===== config.mk =====
export PLATFORM = sky130hd
export DESIGN_NAME = seg7_scanner_flat
export DESIGN_NICKNAME = d
export VERILOG_FILES = /design/src/rtl/seg7_scanner_pkg.sv /design/src/rtl/seg7_scanner_if.sv /design/src/rtl/seg7_scanner_hex_to_seg7.sv /design/src/rtl/seg7_scanner.sv /design/src/flat_wrapper.sv
export SDC_FILE = /design/constraint.sdc
export NUM_CORES = 1
export LEC_CHECK = 0
export CAP_MARGIN = 30
export CORE_ASPECT_RATIO = 0.9
export CORE_MARGIN = 3
export CORE_UTILIZATION = 51
export DETAILED_ROUTE_END_ITERATION = 16
export PLACE_DENSITY = 0.79
export SYNTH_ARGS = -nofsm -noshare
export SYNTH_HDL_FRONTEND = slang
export SYNTH_SLANG_ARGS = --single-unit

===== constraint.sdc =====
create_clock -name clock -period 4.05 [get_ports clock]
set_clock_uncertainty 0.15 [all_clocks]
set_input_delay 1.215 -clock clock [delete_from_list [all_inputs] [get_ports clock]]
set_output_delay 1.215 -clock clock [all_outputs]
set_load 0.01 [all_outputs]

===== src/rtl/seg7_scanner_pkg.sv =====
// Shared types and the hex-to-segment table for the four-digit seven-segment scanner.
// Segment patterns are active-low, ordered {g,f,e,d,c,b,a}.
package seg7_pkg;

  typedef logic [3:0] nibble_t;
  typedef logic [6:0] seg_t;

  localparam seg_t SEG_BLANK = 7'h7F;

  localparam seg_t SEG_LUT [16] = '{
    7'h40, 7'h79, 7'h24, 7'h30,
    7'h19, 7'h12, 7'h02, 7'h78,
    7'h00, 7'h10, 7'h08, 7'h03,
    7'h46, 7'h21, 7'h06, 7'h0E
  };

endpackage


===== src/rtl/seg7_scanner_if.sv =====
// Frame inputs and display pin outputs of the scanner, bundled for the host (master)
// and the scanner itself (slave).
interface seg7_scanner_if import seg7_pkg::*; ();

  logic        enable;
  logic [15:0] digits;
  logic [3:0]  dp;
  logic        blank_lz;
  logic [3:0]  anode;
  seg_t        segments;
  logic        dp_n;
  logic [1:0]  digit_idx;

  modport master (
    output enable, digits, dp, blank_lz,
    input  anode, segments, dp_n, digit_idx
  );

  modport slave (
    input  enable, digits, dp, blank_lz,
    output anode, segments, dp_n, digit_idx
  );

endinterface


===== src/rtl/seg7_scanner_hex_to_seg7.sv =====
// Combinational hex digit to active-low seven-segment pattern.
module hex_to_seg7 import seg7_pkg::*; (
  input  nibble_t nibble,
  output seg_t    seg
);

  assign seg = SEG_LUT[nibble];

endmodule


===== src/rtl/seg7_scanner.sv =====
// Four-digit common-anode display scanner: prescaled digit rotation, per-frame
// snapshot of the input digits, leading-zero blanking and registered pin drivers.
module seg7_scanner import seg7_pkg::*; #(
  parameter int REFRESH_DIV = 4
) (
  input logic          clock,
  input logic          reset,
  seg7_scanner_if.slave bus
);

  localparam int            PW      = (REFRESH_DIV > 1) ? $clog2(REFRESH_DIV) : 1;
  localparam logic [PW-1:0] PRE_MAX = PW'(REFRESH_DIV - 1);

  logic [PW-1:0] prescaler;
  logic [1:0]    idx;
  logic [15:0]   snapshot;
  logic [3:0]    snapshot_dp;

  logic          tick;
  logic          load;
  logic [15:0]   frame;
  logic [3:0]    frame_dp;
  logic [3:0]    lz_blank;
  nibble_t       cur_digit;
  seg_t          cur_seg;

  assign tick = bus.enable && (prescaler == PRE_MAX);
  assign load = bus.enable && (idx == 2'd0) && (prescaler == '0);

  // In the load cycle the live inputs bypass the snapshot so digit 0 is never stale.
  assign frame    = load ? bus.digits : snapshot;
  assign frame_dp = load ? bus.dp     : snapshot_dp;

  always_comb begin
    lz_blank = '0;
    if (bus.blank_lz) begin
      lz_blank[3] = (frame[15:12] == 4'd0);
      lz_blank[2] = lz_blank[3] && (frame[11:8] == 4'd0);
      lz_blank[1] = lz_blank[2] && (frame[7:4] == 4'd0);
    end
  end

  assign cur_digit = frame[{idx, 2'b00} +: 4];

  hex_to_seg7 u_decode (
    .nibble (cur_digit),
    .seg    (cur_seg)
  );

  always_ff @(posedge clock) begin
    if (!reset) begin
      prescaler    <= '0;
      idx          <= 2'd0;
      snapshot     <= '0;
      snapshot_dp  <= '0;
      bus.anode    <= 4'b1111;
      bus.segments <= SEG_BLANK;
      bus.dp_n     <= 1'b1;
    end else if (bus.enable) begin
      prescaler <= tick ? '0 : prescaler + PW'(1);
      if (tick) begin
        idx <= idx + 2'd1;
      end
      if (load) begin
        snapshot    <= bus.digits;
        snapshot_dp <= bus.dp;
      end
      bus.anode    <= ~(4'b0001 << idx);
      bus.segments <= lz_blank[idx] ? SEG_BLANK : cur_seg;
      bus.dp_n     <= ~frame_dp[idx];
    end else begin
      // Disabled: scan state holds, pins go dark.
      bus.anode    <= 4'b1111;
      bus.segments <= SEG_BLANK;
      bus.dp_n     <= 1'b1;
    end
  end

  assign bus.digit_idx = idx;

endmodule


===== src/flat_wrapper.sv =====
// flat-port wrapper written by rule: the top's interface ports become plain ports
module seg7_scanner_flat import seg7_pkg::*;
#(
  parameter int REFRESH_DIV = 4
)
  (clock, reset, bus_enable, bus_digits, bus_dp, bus_blank_lz, bus_anode, bus_segments, bus_dp_n, bus_digit_idx);
  seg7_scanner_if bus_i ();
  input logic clock;
  input logic reset;
  input wire logic [$bits(bus_i.enable)-1:0] bus_enable;
  input wire logic [$bits(bus_i.digits)-1:0] bus_digits;
  input wire logic [$bits(bus_i.dp)-1:0] bus_dp;
  input wire logic [$bits(bus_i.blank_lz)-1:0] bus_blank_lz;
  output wire logic [$bits(bus_i.anode)-1:0] bus_anode;
  output wire logic [$bits(bus_i.segments)-1:0] bus_segments;
  output wire logic [$bits(bus_i.dp_n)-1:0] bus_dp_n;
  output wire logic [$bits(bus_i.digit_idx)-1:0] bus_digit_idx;
  assign bus_i.enable = bus_enable;
  assign bus_i.digits = bus_digits;
  assign bus_i.dp = bus_dp;
  assign bus_i.blank_lz = bus_blank_lz;
  assign bus_anode = bus_i.anode;
  assign bus_segments = bus_i.segments;
  assign bus_dp_n = bus_i.dp_n;
  assign bus_digit_idx = bus_i.digit_idx;
  seg7_scanner #(.REFRESH_DIV(REFRESH_DIV)) u_core (.clock(clock), .reset(reset), .bus(bus_i));
endmodule

==> qor.txt <==
1st-iter DRT viols: 67
Diodes inserted: 0
Async set-reset flop share out of synthesis: 0%
Seq/Total Area, Yosys: 38.3%
GRT Util Overall: 19.1%
Routed vias: 1,521
Hold Path Class: register to register
Fmax: 278 MHz
TritonCTS Sinks: 36
Syn Inst Count: 193
I/O Buffers: 37
Worst vdd rail ir drop: 201 uV
P_leak: 0.935 nW
Routed wire length: 4.04 mm
Fin crit period: 3590 ps
Syn Nets: 229
Fin. max-slew vios: 0
Final core occ: 68.7%
Status: completed
Std cell rows: 20
Layout area overhead: 26.2%
Power density cells: 352 nW/um2
RSZ-0062 raised after global routing: no
Post-layout nets: 269
Relative slew slack: 71.2%
Leading area contributor after synthesis: dfxtp_1
CTS Buf Count: 5
Top cell type's share of synthesized area: 38.3%
Crit share post-route: 88.7%
Share of cells above drive strength 1: 11.1%
CTS resizes: 0
Worst Path Arrival: 3610 ps
Crit path max fanout: 20
Gpl congestion: 0.876
H-tree levels: 2
Critical path type: input pin to register
Overall Power: 0.836 mW
Distinct cell type count after synthesis: 40
Die Height: 63.6 um
Total gr overflow: 0
Warning count from the yosys run: 0
Clock transition at the registers of the reported paths: 80 ps
Largest net degree at the start of global routing: 30
Startpoint types: input pin
GR Util met3: 5.42%
Hold_ws: 323 ps
Initial Util: 54.5%
Most numerous cell in the Yosys netlist: dfxtp_1
Met2 Use GR: 34.1%
Postcts setup bufs: 0
Hold Buf Count CTS: 0
HPWL Detailed: 3.13 mm
Drc violations: 0
DRT Pass-1 Iters: 4
CTS Buffer Depth: 2
IO Count: 38
Synth cell count leaders: dfxtp_1, nand2_1, mux2i_1
CTS tree: done
Synth Flop Type: dfxtp_1
Final setup violation count: 0
Die Area: 4450 um2
Avg Cell Area, Syn: 9.74 um2
Worst EP required: 4070 ps
Core Area: 3450 um2
First-pass GRT wire length: 6.80 mm
Clock root buffer master: clkbuf_8
Post-synthesis register bit count: 36
Final Hold Fails: 0
Initial antenna violation count: 0
Avg Vias per Cell: 5.47
Synth top area cells: dfxtp_1, mux2i_1, ha_1
Clk_lat worst skew: 280 ps
Vias in the first global route: 1,505
Setup TNS: 0 ps
Post-Synthesis Cell Area: 1880 um2
Post-synth EDFFs: 0
GRT Max-Usage Layer: met2
Endpoint type of the worst setup path: register
Maxcap violations: 0
Post-route ant nets: 0
Die width: 70.0 um
GR met1 Demand/Resource: 22.2%
DR WL/cell: 14.5 um
Slew @ Worst Pin: 432 ps
cell type report:
type                       instances  area [um2]
timing repair buffer              45         430
inverter                           9        33.8
tap                               44        55.1
sequential                        36         721
clock buffer                       5        68.8
multi-input combinational        136        1050
clock inverter                     3        18.8
fill                             265        1080
per-stage QoR:
step / worst slack [ps] / cell area, um2 / cells
after CTS: 457 / 2370 / 278
after detailed placement: 188 / 2290 / 270
after global routing: 292 / 2370 / 278
final: 458 / 2370 / 278
after global placement: 306 / 2290 / 270
after floorplan: 1030 / 1880 / 193
worst max-delay path, cell delays in order:
cell and delay (ps):
clkdlybuf4s50_1 470, and3_1 170, buf_4 280, mux2i_1 350, mux2i_1 140, o22a_2 290
ha_1 200, inv_1 110, mux2i_1 100, a22oi_1 200, nand2_1 80
cell usage in the layout, fill, tap and decap left out, types with 2 or more instances in the layout:
| cell type | netlist | routed |
|---|---|---|
| inv_1 | 7 | 7 |
| ha_1 | 12 | 12 |
| o211ai_1 | 3 | 3 |
| clkinv_1 | 2 | 2 |
| mux2i_1 | 24 | 24 |
| a21oi_1 | 3 | 3 |
| clkbuf_8 | 0 | 5 |
| clkdlybuf4s50_1 | 0 | 37 |
| o41ai_1 | 2 | 2 |
| dfxtp_1 | 36 | 36 |
| clkinv_2 | 0 | 2 |
| nor4_1 | 4 | 4 |
| mux4_2 | 3 | 3 |
| a21boi_0 | 10 | 10 |
| nand3_1 | 7 | 7 |
| nor2_1 | 6 | 6 |
| buf_4 | 1 | 8 |
| o21ai_0 | 3 | 3 |
| nand2_1 | 27 | 27 |
| nor2b_1 | 13 | 13 |
logic make-up (layout without fill, tap and decap cells):
kind of cell / after synthesis / after routing / share of synthesized area (%)
fa+ha+maj: 12 / 12 / 7.98
simple gates: 64 / 64 / 16.4
compound gates: 28 / 28 / 10.8
flops: 36 / 36 / 38.3
xor+xnor: 1 / 1 / 0.466
buf+inv: 21 / 62 / 6.05
mux: 31 / 31 / 19.9
worst paths after layout:
path,cells past startpoint,endpoint,slack [ps],from
min reg2reg,2,u_core.snapshot[3],320,u_core.snapshot[3]
max reg2reg,12,u_core.bus.segments[5],1100,u_core.bus.digit_idx[1]
min,2,u_core.snapshot[3],320,u_core.snapshot[3]
max,11,u_core.bus.segments[5],460,bus_enable
flip-flops by register name (all words and copies together), names as in the netlist:
signal,count
u_core.snapshot,16
u_core.bus.segments,7
u_core.bus.anode,4
u_core.bus.dp_n,1
u_core.prescaler,2
u_core.snapshot_dp,4
u_core.bus.digit_idx,2
layer usage:
layer | up-vias | share of wire, %
met5 | - | 0
met4 | 0 | 0.94
met3 | 5 | 5.5
met2 | 37 | 50
met1 | 731 | 43
li1 | 748 | -
power by group:
| part | internal [mW] | switching, mW |
|---|---|---|
| Combinational | 0.101 | 0.0961 |
| Clock | 0.120 | 0.130 |
| Sequential | 0.378 | 0.0117 |
Power figures use the tool's default switching activity.
